==> src/rtl/fetch_queue.sv <==
// Instruction fetch front end: issues sequential word fetches over a request/response
// memory port and buffers the returned words with their PCs in a small FIFO for decode.
module fetch_queue #(
    parameter logic [31:0] RESET_ADDR = 32'h0000_0000,
    parameter int          DEPTH      = 4
) (
    input  logic        i_clk,
    input  logic        i_rst,
    output logic        o_mem_req_valid,
    input  logic        i_mem_req_ready,
    output logic [31:0] o_mem_req_addr,
    input  logic        i_mem_resp_valid,
    input  logic [31:0] i_mem_resp_data,
    output logic        o_inst_valid,
    input  logic        i_inst_ready,
    output logic [31:0] o_inst,
    output logic [31:0] o_inst_pc,
    input  logic        i_redirect_valid,
    input  logic [31:0] i_redirect_pc
);
    localparam int PW = (DEPTH > 1) ? $clog2(DEPTH) : 1;
    localparam int CW = $clog2(DEPTH + 1);
    localparam logic [CW:0]   DEPTH_W = (CW+1)'(DEPTH);
    localparam logic [CW-1:0] ZERO_C  = {CW{1'b0}};
    localparam logic [CW-1:0] ONE_C   = CW'(1);
    localparam logic [PW-1:0] PONE_C  = PW'(1);

    logic [31:0]   fetch_pc_r, resp_pc_r;
    logic [CW-1:0] count_r, inflight_r, discard_r;
    logic [PW-1:0] wptr_r, rptr_r;
    logic [31:0]   pc_mem_r   [DEPTH];
    logic [31:0]   inst_mem_r [DEPTH];

    logic          req_fire_s, deq_fire_s, resp_keep_s, resp_drop_s;
    logic [CW:0]   credit_s;
    logic [CW-1:0] count_nxt_s, inflight_nxt_s, discard_nxt_s;
    logic          unused_s;

    assign unused_s = ^i_redirect_pc[1:0];

    // Handshake outputs and the per-cycle event decode.
    always_comb begin
        credit_s        = {1'b0, count_r} + {1'b0, inflight_r};
        o_mem_req_valid = !i_rst && !i_redirect_valid && (credit_s < DEPTH_W);
        o_mem_req_addr  = fetch_pc_r;
        o_inst_valid    = !i_rst && !i_redirect_valid && (count_r != ZERO_C);
        o_inst          = inst_mem_r[rptr_r];
        o_inst_pc       = pc_mem_r[rptr_r];
        req_fire_s      = o_mem_req_valid && i_mem_req_ready;
        deq_fire_s      = o_inst_valid && i_inst_ready;
        resp_drop_s     = i_mem_resp_valid && (discard_r != ZERO_C);
        resp_keep_s     = i_mem_resp_valid && (discard_r == ZERO_C) && !i_redirect_valid;
    end

    // Next values of the occupancy, in-flight and stale-response counters.
    always_comb begin
        inflight_nxt_s = inflight_r;
        count_nxt_s    = count_r;
        discard_nxt_s  = discard_r;
        if (req_fire_s && !i_mem_resp_valid) begin
            inflight_nxt_s = inflight_r + ONE_C;
        end else if (!req_fire_s && i_mem_resp_valid) begin
            inflight_nxt_s = inflight_r - ONE_C;
        end else begin
            inflight_nxt_s = inflight_r;
        end
        // Every request still outstanding at a redirect belongs to the old path.
        if (i_redirect_valid) begin
            count_nxt_s   = ZERO_C;
            discard_nxt_s = i_mem_resp_valid ? (inflight_r - ONE_C) : inflight_r;
        end else begin
            if (resp_keep_s && !deq_fire_s) begin
                count_nxt_s = count_r + ONE_C;
            end else if (!resp_keep_s && deq_fire_s) begin
                count_nxt_s = count_r - ONE_C;
            end else begin
                count_nxt_s = count_r;
            end
            if (resp_drop_s) begin
                discard_nxt_s = discard_r - ONE_C;
            end else begin
                discard_nxt_s = discard_r;
            end
        end
    end

    // Control state: PCs, counters and FIFO pointers.
    always_ff @(posedge i_clk) begin
        if (i_rst) begin
            fetch_pc_r <= {RESET_ADDR[31:2], 2'b00};
            resp_pc_r  <= {RESET_ADDR[31:2], 2'b00};
            count_r    <= ZERO_C;
            inflight_r <= ZERO_C;
            discard_r  <= ZERO_C;
            wptr_r     <= {PW{1'b0}};
            rptr_r     <= {PW{1'b0}};
        end else begin
            count_r    <= count_nxt_s;
            inflight_r <= inflight_nxt_s;
            discard_r  <= discard_nxt_s;
            if (i_redirect_valid) begin
                fetch_pc_r <= {i_redirect_pc[31:2], 2'b00};
                resp_pc_r  <= {i_redirect_pc[31:2], 2'b00};
                rptr_r     <= wptr_r;
            end else begin
                if (req_fire_s) begin
                    fetch_pc_r <= fetch_pc_r + 32'd4;
                end
                if (resp_keep_s) begin
                    wptr_r    <= wptr_r + PONE_C;
                    resp_pc_r <= resp_pc_r + 32'd4;
                end
                if (deq_fire_s) begin
                    rptr_r <= rptr_r + PONE_C;
                end
            end
        end
    end

    // FIFO storage; contents are don't-care until written.
    always_ff @(posedge i_clk) begin
        if (resp_keep_s) begin
            pc_mem_r[wptr_r]   <= resp_pc_r;
            inst_mem_r[wptr_r] <= i_mem_resp_data;
        end
    end

    fetch_queue_chk #(.DEPTH(DEPTH), .CW(CW)) u_chk (
        .i_clk           (i_clk),
        .i_rst           (i_rst),
        .i_mem_resp_valid(i_mem_resp_valid),
        .count           (count_r),
        .inflight        (inflight_r)
    );
endmodule

// Protocol checks: responses only for outstanding requests, never into a full FIFO.
module fetch_queue_chk #(
    parameter int DEPTH = 4,
    parameter int CW    = 3
) (
    input logic          i_clk,
    input logic          i_rst,
    input logic          i_mem_resp_valid,
    input logic [CW-1:0] count,
    input logic [CW-1:0] inflight
);
    localparam logic [CW:0] DEPTH_W = (CW+1)'(DEPTH);

    a_no_overflow: assert property (@(posedge i_clk) disable iff (i_rst)
        i_mem_resp_valid |-> ({1'b0, count} < DEPTH_W));
    a_resp_expected: assert property (@(posedge i_clk) disable iff (i_rst)
        i_mem_resp_valid |-> (inflight != {CW{1'b0}}));
endmodule

==> config.mk <==
export PLATFORM = sky130hd
export DESIGN_NAME = fetch_queue
export DESIGN_NICKNAME = d
export VERILOG_FILES = /design/src/rtl/fetch_queue.sv
export SDC_FILE = /design/constraint.sdc
export NUM_CORES = 1
export LEC_CHECK = 0
export BUFFER_PORTS_ARGS = -buffer_cell sky130_fd_sc_hd__clkbuf_2
export CORE_ASPECT_RATIO = 0.9
export CORE_MARGIN = 1
export CORE_UTILIZATION = 45
export DETAILED_ROUTE_END_ITERATION = 6
export GPL_TIMING_DRIVEN = 0
export SETUP_SLACK_MARGIN = 0.05
export SYNTH_ARGS = -nofsm -noshare
export SYNTH_HDL_FRONTEND = slang
export SYNTH_SLANG_ARGS = --single-unit
==> constraint.sdc <==
create_clock -name i_clk -period 4.5 [get_ports i_clk]
set_input_delay 0.675 -clock i_clk [delete_from_list [all_inputs] [get_ports i_clk]]
set_output_delay 0.675 -clock i_clk [all_outputs]
set_load 0.01 [all_outputs]
======== Yosys cells after proc, flatten, opt, wreduce, memory -nomap -nowiden ========
Memories as Yosys holds them, arrays and structs flattened. A register that Yosys moved wholly into a read port is not among the register bits.
Index checks and enable logic that the tools add are counted.
word-level totals
  flip-flop bits (word level) ............. 77
  memory bits (writable) .................. 256
  input port bits ......................... 70
  output and inout port bits .............. 98
  word-level logic and storage cells ...... 71
  memories ................................ 2
memories
  memory      depth  width  rd ports  clocked after memory_dff  write ports  line  source
  inst_mem_r  4      32     1         1                         1            32    logic [31:0] inst_mem_r [DEPTH];
  pc_mem_r    4      32     1         1                         1            31    logic [31:0] pc_mem_r [DEPTH];
cells by class
  $add $sub $neg .......................... 10
  $lt $le $gt $ge ......................... 1
  muxes and demuxes ....................... 19
  bitwise logic cells ..................... 1
  reduce and logical (&&, ||, !) cells .... 29
operators with widths
  operator                 count
  $mux W32                 4
  $add A32 B3 Y32 const B  2
  $mux W3                  7
  $logic_and A1 B1 Y1      12
  $mux W2                  6
  $reduce_bool A2 Y1       6
  $sub A3 B1 Y3 const B    3
  $add A3 B1 Y3 const B    2
  $logic_not A1 Y1         6
  $reduce_bool A3 Y1       2
  $add A2 B1 Y2 const B    2
  $add A3 B3 Y4            1
  $lt A4 B3 Y1 const B     1
  $logic_not A3 Y1         1
  $mux W1                  2
  $reduce_and A2 Y1        1
  $reduce_or A2 Y1         1
  $not A1 Y1               1

======== Logic depth before layout (Yosys ltp) ========
Gate-level depths: netlist of run 1.
  depth after elaboration ................. 8
  depth in mapped cells ................... 11
  depth with buffers taken out ............ 11

======== Worst setup path before layout of run 1 ========
No wires, ideal clock.
  kind .................................... input-to-reg
  start point ............................. in i_redirect_valid
  end point ............................... mem inst_mem_r[0][0], enable pin
  library setup time ...................... 0.426 ns
  data arrival time ....................... 2.636 ns
  data required time ...................... 4.074 ns
  setup slack ............................. 1.438 ns
  cell stages on the path ................. 3
  path buffers ............................ 1
  path through ............................ buf_2 nor2_1 and2_1
between the ends
  longest elaborated chain between the ends .. 4
RTL lines
  item                           line  source
  start, declared                18    input logic i_redirect_valid,
  $logic_not A1 Y1               52    resp_keep_s = i_mem_resp_valid && (discard_r == ZERO_C) && !i_redirect_valid;
  $logic_and A1 B1 Y1            52
  $mux W1                        122   if (resp_keep_s) begin
  $mux W1 (not written as such)  124   inst_mem_r[wptr_r] <= i_mem_resp_data;
  end, declared                  32
Every way passes these cells.

==> reports/results.ini, run 1 <==
[power_and_ir_drop]
p_leak_nw=5.53
power.density_nw_per_um2=420
switching_power_mw=1.50
p_total_mw=6.59
switching_share_pct=22.7
clockPowerShare_pct=40.0
p_comb_share_pct=8.4
vdd_drop_max_mv=0.288
p_int_mw=5.10
p_seq_share_pct=51.6

[logic_synthesis]
synth_seq_cells=323
synth_top_cells_by_count=edfxtp_1, dfxtp_1, mux4_2
synth_most_common_cell=edfxtp_1
synth_area_um2=13200
synth_top_cell_by_area=edfxtp_1
yosys_warnings=0
postSynthAreaPerCell_um2=15.8
synth.top_cell.area_share_pct=56.3
ys_types=63
syn_inst=838
synth_async_sr_flop_share_pct=0
synth.area.top_cells=edfxtp_1, dfxtp_1, mux4_2
ys.flop_type=edfxtp_1
ys_seq_area_share_pct=67.6
synth-edff-count=248

[setup_path]
crit_path_top_delay_cell=clkbuf_1
r2r_slack_ns=1.76
cp-start-kind=flop
crit_chain=buf_1 -> clkbuf_1 -> mux4_2 -> clkbuf_2
crit_arrival_ns=2.45
cp_num_buf_inv=3
reg2reg_from=count_r[1]
crit_type=flop to output pin
cpPeakStageDelay_ns=0.58
crit_cells=4
ff2ff_path_depth=8
cp.required_ns=3.83
critPathMaxFanout=10
cpLargestDelayFamily=buffers and inverters
endpoint_kind=output pin
endpoint=o_inst_pc[22]
rr_endpoint=inflight_r[2]

[global_route]
grt_pass1_wl_mm=44.8
grt_use_total_pct=19.6
grt_max_degree=58
grt-ovfl-total=0
grt_pass1_vias=7806
antenna_found_initial=0

[job]
drv_cap=0

[finish]
final_layout_size_suffix_gt1_share_pct=29.1
finalNetCount=1126
syn2layout_area_growth_pct=18.7
insertedDiodeCount=0
fillers=2423

[placement]
dp_hpwl_mm=18.9
io_buffers=160
dp_worst_setup_slack_ns=1.75
place_congestion=0.884

[drt]
firstDrtPassIters=5
detail_route.iter0.violations=498
vias=7876
drc=0
routed_wl_mm=28.8
vias_per_cell=5.39
routedWlPerCell_um=19.7
antenna_left=0

[floorplan]
chipWidth_um=183
fp.dieH_um=165
row_count=59
die-area_um2=30100
io_pins=168
start_util_pct=45.7
core-area_um2=28900

[hold_path]
hold_class=input pin to flop
hold_path.startpoint=i_mem_resp_data[29]

[clocking]
postCtsHoldBufs=0
clock_path_buffers=3
cts_made_buffers=34
cts_sinks=323
cts_htree_levels=2
tritoncts=built
clk_pin_slew_ns=0.06
cts_root_buf=clkbuf_16
cts_resized=0
clk_latency_ns=0.51
cts_setup_buffers=0

[timing]
setup_viol=0
hold_violations=0
min_period_over_period_pct=69.4
drv_slew=0
setup_slack_ns=1.38
rsz0062_at_grt=false
worstMarginPinSlew_ns=0.736
finalSetupTns_ns=0
fmax_mhz=320
slew_headroom_pct=50.9
clock_skew_ns=0.0220
fin_crit_ns=3.12

[status]
outcome=completed

## registers in the layout, summed over array words and instances, names as in the netlist, named ones only
register        cells
count_r             3
discard_r           3
inflight_r          3
inst_mem_r        128
o_mem_req_addr     30
pc_mem_r          120
resp_pc_r          30
rptr_r              2
wptr_r              2
## per-stage QoR
| stage | instance area, um^2 | hold WS (ns) | utilization, % | std cells |
|---|---|---|---|---|
| floorplan | 13200 | 0.480 | - | 841 |
| global placement | 14500 | 0.506 | 50.2 | 1397 |
| detailed placement | 14700 | 0.521 | 50.7 | 1401 |
| CTS | 15700 | 0.373 | 54.3 | 1462 |
| global route | 15700 | 0.384 | 54.3 | 1462 |
| finish | 15700 | 0.389 | 54.3 | 1462 |
## worst min path at each step
stage,end,depth (start not counted)
5_1_grt,inst_mem_r[1][30],1
3_3_place_gp,wptr_r[1],2
4_1_cts,inst_mem_r[3][6],1
2_1_floorplan,pc_mem_r[0][31],0
6_report,inst_mem_r[3][29],1
3_5_place_dp,wptr_r[1],2
## layout make-up
class                      count  area (um^2)  area share (%)
inverter                      21         78.8           0.502
timing repair buffer         164          911            5.80
clock inverter                19          145           0.924
multi-input combinational    455         4040            25.7
buffer                        42          188            1.19
sequential                   323         8950            57.0
tap                          396          495            3.15
clock buffer                  42          902            5.74
## metal layers
layer	GRT usage [%]	up-vias	wire length, um	share of wire (%)
met5	0	-	0	0
met4	5.04	0	436	1.5
met3	3.70	34	2000	6.9
met2	29.8	296	12700	44
met1	28.9	3862	13600	47
li1	-	3684	-	-
## power by group through the flow
| stage | clock (mW) | sequential, mW | combinational [mW] |
|---|---|---|---|
| floorplan | 0 | 3.45 | 0.339 |
| global placement | 0 | 3.47 | 0.549 |
| detailed placement | 0 | 3.47 | 0.560 |
| CTS | 2.70 | 3.40 | 0.564 |
| global route | 2.81 | 3.41 | 0.613 |
| finish | 2.63 | 3.40 | 0.555 |
## logic make-up (layout without fill, tap and decap cells)
kind of cell               Yosys count  count (layout)  synth area share [%]
adders and majority gates           15              15                  1.48
other                                1               4                0.0283
AOI/OAI and AO/OA                  109             109                  5.59
and+or+nand+nor                    210             210                  8.98
xor gates and xnor gates            47              47                  3.11
muxes                               70              70                  11.2
DFF                                323             323                  67.6
buffers and inverters               63             288                  2.01
## cells in the final DEF, fill, tap and decap left out, types with 5 or more instances in the layout
cell,n
a211oi_1,23
a21boi_0,6
a21oi_1,27
a31oi_1,12
and2_1,7
and3_1,6
and4_1,5
buf_1,7
buf_2,8
buf_4,5
clkbuf_1,28
clkbuf_16,35
clkbuf_2,161
clkinv_1,9
clkinv_2,6
dfxtp_1,75
edfxtp_1,248
ha_1,14
inv_1,19
mux2i_1,6
mux4_2,62
nand2_1,47
nand3_1,23
nand4_1,20
nor2_1,56
nor3_1,10
o211ai_1,6
o21ai_0,9
or3_1,5
or4_1,6
xnor2_1,16
xor2_1,31
(Power assumes the default switching activity.)
==> inputs of run 2 (changes only) <==
--- a/config.mk
+++ b/config.mk
@@ -11,6 +11,7 @@
 export CORE_UTILIZATION = 45
 export DETAILED_ROUTE_END_ITERATION = 6
 export GPL_TIMING_DRIVEN = 0
+export PLACE_DENSITY = 0.67
 export SETUP_SLACK_MARGIN = 0.05
 export SYNTH_ARGS = -nofsm -noshare
 export SYNTH_HDL_FRONTEND = slang
==> constraint.sdc (replaced) <==
create_clock -name i_clk -period 2.55 [get_ports i_clk]
set_input_delay 0.3825 -clock i_clk [delete_from_list [all_inputs] [get_ports i_clk]]
set_output_delay 0.3825 -clock i_clk [all_outputs]
set_load 0.01 [all_outputs]
==> run 2 against run 1 <==
Compared with the run above:
- non-clock buffer count unchanged
- clock power increased by 91%
- flip-flop and latch count unchanged
- via count increased by 1.4%
- critical path depth decreased by 1
- clock-buffer cell count increased by 8
- critical path type unchanged
- critical endpoint is now o_inst_pc[23]
==> reports/results.ini, run 2 (synthesized netlist as in run 1, its figures left out) <==
[power_and_ir_drop]
vdd_drop_max_mv=0.463
power.density_nw_per_um2=758
p_total_mw=12.0
p_leak_nw=5.61

[timing]
hold_slack_ns=0.0905
setup_viol=0
setup_slack_ns=0.154
drv_slew=0
worstMarginPinSlew_ns=0.738
slew_headroom_pct=50.8
fin_crit_ns=2.40
clock_skew_ns=0.0113
rsz0062_at_grt=true
fmax_mhz=417
min_period_over_period_pct=94.0
finalSetupTns_ns=0
hold_violations=0

[setup_path]
cp-start-kind=flop
crit_cells=3
reg2reg_from=inflight_r[1]
critPathMaxFanout=10
crit_type=flop to output pin
cpPeakStageDelay_ns=0.58
rr_endpoint=o_mem_req_addr[14]
crit_arrival_ns=2.01
crit_chain=buf_4 -> mux4_2 -> clkbuf_2
crit_path_top_delay_cell=mux4_2
cp.required_ns=2.17
endpoint_kind=output pin
cpLargestDelayFamily=multiplexers
endpoint=o_inst_pc[23]
r2r_slack_ns=0.18
cp_num_buf_inv=2
ff2ff_path_depth=7

[finish]
final_layout_size_suffix_gt1_share_pct=30.4
final_util_pct=54.9
syn2layout_area_growth_pct=20.0
top_regs=inst_mem_r: 128 flops, pc_mem_r: 120 flops
insertedDiodeCount=0
fillers=2376
top_register=inst_mem_r
finalNonFillerCells=1464
layout_commonest_cell=edfxtp_1
largest_reg_flops=128
postLayoutCellArea_um2=15900
final_cell_mix=edfxtp_1, clkbuf_2, dfxtp_1, mux4_2, nor2_1
finalNetCount=1127

[clocking]
cts_root_buf=clkbuf_16
tritoncts=built
postCtsHoldBufs=0
cts_sinks=323
clk_pin_slew_ns=0.06
cts_made_buffers=35
clk_latency_ns=0.51
clock_path_buffers=3
cts_htree_levels=2

[floorplan]
die-area_um2=30100
core-area_um2=28900
chipWidth_um=183
fp.dieH_um=165
start_util_pct=45.7
row_count=59
io_pins=168

[drt]
detail_route.iter0.violations=511
drc=0
firstDrtPassIters=4
routedWlPerCell_um=19.6
routed_wl_mm=28.8
vias=7988
vias_per_cell=5.46
antenna_left=0

[global_route]
grt_max_degree=60
grt_use_total_pct=19.4
grt_pass1_wl_mm=44.4
antenna_found_initial=0
grt-ovfl-total=0
grt_pass1_vias=7712

[placement]
dp_worst_setup_slack_ns=-0.131
place_area_um2=14700
io_buffers=160
place_congestion=0.948
dp_hpwl_mm=18.8
placed_cells=1401

[hold_path]
hold_class=input pin to flop

[status]
outcome=completed

[job]
drv_cap=0

[run 2: cell count changes in the layout (fill, tap and decap cells not counted), moves of 2 or more]
cell       delta
buf_2         -7
buf_4         +9
dfxtp_2       +2
clkinv_2      -2
clkbuf_8      +4
clkbuf_2      +6
clkbuf_16     +2
dfxtp_1       -2
clkbuf_1      -5
clkinv_1      -3
[run 2: worst reg2reg max path, cell delays in order (launching register included)]
cell      delay (ns)
dfxtp_1         0.40
ha_1            0.29
a311oi_4        0.33
nand3_4         0.16
buf_4           0.20
clkbuf_1        0.27
o311ai_0        0.43
a31oi_1         0.14
[run 2: power breakdown]
group / switching [mW] / internal [mW]
combinational: 0.553 / 0.442
clock: 1.96 / 3.07
sequential: 0.167 / 5.84
total: 2.68 / 9.35
[run 2: what timing repair did]
item	in CTS	in global routing
gates resized for setup	17	4
gates cloned	0	0
endpoints found under the hold margin	0	0
pin swaps	2	0
endpoints found under the setup margin	64	5
buffers inserted	2	0
[run 2: layer usage]
| layer | GRT usage (%) | share of wire (%) | routed length, um |
|---|---|---|---|
| met5 | 0 | 0 | 0 |
| met4 | 6.11 | 2.3 | 669 |
| met3 | 3.79 | 8.7 | 2500 |
| met2 | 28.6 | 43 | 12500 |
| met1 | 29.1 | 46 | 13100 |
[run 2: worst min-delay path by stage]
stage                             from                 to  slack [ns]  cells after the start
floorplan                resp_pc_r[31]    pc_mem_r[0][31]        0.48                      0
global placement             wptr_r[1]          wptr_r[1]        0.51                      2
detailed placement   o_mem_req_addr[3]  o_mem_req_addr[3]        0.52                      2
CTS                 i_mem_resp_data[5]   inst_mem_r[2][5]        0.07                      1
global route        i_mem_resp_data[5]   inst_mem_r[0][5]        0.09                      1
finish              i_mem_resp_data[5]   inst_mem_r[0][5]        0.09                      1
[run 2: final cells by class]
| type | count | area (um^2) | share of cell area, % |
|---|---|---|---|
| clock inverter | 13 | 136 | 0.859 |
| clock buffer | 50 | 1010 | 6.39 |
| buffer | 40 | 205 | 1.29 |
| sequential | 323 | 8950 | 56.4 |
| timing repair buffer | 166 | 926 | 5.83 |
| multi-input combinational | 455 | 4070 | 25.6 |
| inverter | 21 | 81.3 | 0.512 |
| tap | 396 | 495 | 3.12 |
==> inputs of run 3 (changes only) <==
--- a/config.mk
+++ b/config.mk
@@ -5,13 +5,12 @@
 export SDC_FILE = /design/constraint.sdc
 export NUM_CORES = 1
 export LEC_CHECK = 0
-export BUFFER_PORTS_ARGS = -buffer_cell sky130_fd_sc_hd__clkbuf_2
 export CORE_ASPECT_RATIO = 0.9
 export CORE_MARGIN = 1
 export CORE_UTILIZATION = 45
 export DETAILED_ROUTE_END_ITERATION = 6
+export DONT_BUFFER_PORTS = 1
 export GPL_TIMING_DRIVEN = 0
-export PLACE_DENSITY = 0.67
 export SETUP_SLACK_MARGIN = 0.05
 export SYNTH_ARGS = -nofsm -noshare
 export SYNTH_HDL_FRONTEND = slang
==> constraint.sdc (replaced) <==
create_clock -name i_clk -period 3.1 [get_ports i_clk]
set_input_delay 0.62 -clock i_clk [delete_from_list [all_inputs] [get_ports i_clk]]
set_output_delay 0.62 -clock i_clk [all_outputs]
set_load 0.01 [all_outputs]
==> run 3 against run 2 <==
Compared with the run above:
- setup slack better by 0.031 ns
- global-route usage down 0.27 points
- via count down 8.4%
- clock power down 21%
- sequential power down 17%
- sequential share of layout area up 3.4 points
- routed wire length down 1.1%
- hold slack better by 0.11 ns
- combinational power down 36%
- non-clock buffer count down 161
==> reports/results.ini, run 3 (synthesized netlist as in run 1, its figures left out) <==
[status]
outcome=completed

[placement]
place_area_um2=13900
dp_hpwl_mm=18.6
io_buffers=0
place_congestion=0.884
placed_cells=1241

[clocking]
cts_root_buf=clkbuf_16
postCtsHoldBufs=0
clock_path_buffers=3
cts_setup_buffers=0
cts_htree_levels=2
cts_sinks=323
tritoncts=built
clk_pin_slew_ns=0.06
cts_made_buffers=35
clk_latency_ns=0.51
cts_resized=0

[finish]
final_util_pct=51.7
finalNonFillerCells=1303
top_regs=inst_mem_r: 128 flops, pc_mem_r: 120 flops
final_layout_size_suffix_gt1_share_pct=17.2
largest_reg_flops=128
final_cell_mix=edfxtp_1, dfxtp_1, mux4_2, nor2_1, nand2_1
syn2layout_area_growth_pct=13.1
postLayoutCellArea_um2=15000
top_register=inst_mem_r
insertedDiodeCount=0
finalNetCount=966
layout_commonest_cell=edfxtp_1

[timing]
fmax_mhz=343
hold_violations=0
worstMarginPinSlew_ns=0.766
finalSetupTns_ns=0
min_period_over_period_pct=94.0
clock_skew_ns=0.0189
rsz0062_at_grt=false
hold_slack_ns=0.196
fin_crit_ns=2.92
drv_slew=0
slew_headroom_pct=49.0
setup_viol=0

[setup_path]
critPathMaxFanout=10
cp.required_ns=2.48
cp-start-kind=flop
endpoint_kind=output pin
crit_arrival_ns=2.30
crit_type=flop to output pin

[floorplan]
core-area_um2=28900
start_util_pct=45.7
fp.dieH_um=165
row_count=59
chipWidth_um=183
io_pins=168
die-area_um2=30100

[global_route]
grt_max_degree=58
grt-ovfl-total=0
antenna_found_initial=0
grt_use_total_pct=19.2
grt_pass1_wl_mm=43.3
grt_pass1_vias=7236

[hold_path]
hold_class=input pin to flop

[power_and_ir_drop]
p_leak_nw=4.89
vdd_drop_max_mv=0.349
power.density_nw_per_um2=640

[drt]
routed_wl_mm=28.4
drc=0
antenna_left=0
firstDrtPassIters=5
vias_per_cell=5.62
vias=7318
detail_route.iter0.violations=446
routedWlPerCell_um=21.8

[job]
drv_cap=0

[run 3: cell count changes in the layout (fill, tap and decap cells not counted), moves of 2 or more]
cell	delta
clkbuf_2	-162
buf_4	-9
buf_2	+7
clkbuf_8	-4
clkinv_1	+3
clkinvlp_4	+2
dfxtp_1	+2
dfxtp_2	-2
[run 3: layer usage]
metal	global-route usage, %	share of wire, %	vias to the layer above	routed length (um)
met1	26.8	44	3632	12500
met3	5.60	9.9	38	2820
li1	-	-	3359	-
met4	5.50	1.9	0	551
met2	29.2	44	289	12500
met5	0	0	-	0
[run 3: critical path, stage by stage (launching register included)]
cell	delay (ns)
dfxtp_1	0.31
buf_1	0.46
clkbuf_1	0.54
mux4_2	0.47
[run 3: per-stage QoR]
| stage | total power [mW] | setup slack, ns |
|---|---|---|
| final | 9.59 | 0.185 |
| after detailed placement | 5.69 | 0.386 |
| after global routing | 9.93 | 0.0612 |
| after global placement | 5.68 | -1.26 |
| after CTS | 9.70 | 0.0518 |
| after floorplan | 5.49 | 0.0719 |
[run 3: report_power, final]
group	switching [mW]	internal (mW)	total [mW]	leakage, nW
registers	0.152	4.81	4.96	2.88
clock network	1.64	2.35	3.99	0.533
logic	0.373	0.262	0.635	1.48
[run 3: final timing paths]
path | start | end | slack [ns] | cells after the start
worst max-delay path | flop | o_inst_pc[10] | 0.18 | 3
worst min-delay path | i_mem_resp_data[31] | inst_mem_r[1][31] | 0.20 | 0
worst max register to register | count_r[1] | inflight_r[2] | 0.35 | 8
worst min register to register | resp_pc_r[31] | pc_mem_r[1][31] | 0.51 | 0
[run 3: layout make-up]
| class | count | area [um^2] |
|---|---|---|
| inverters | 21 | 78.8 |
| repair buffers | 4 | 110 |
| plain buffers | 41 | 189 |
| fillers | 2483 | 14000 |
| well taps | 396 | 495 |
| multi-input cells | 455 | 4040 |
| flip-flops and latches | 323 | 8950 |
| clock inverters | 19 | 158 |
| clock buffers | 44 | 952 |
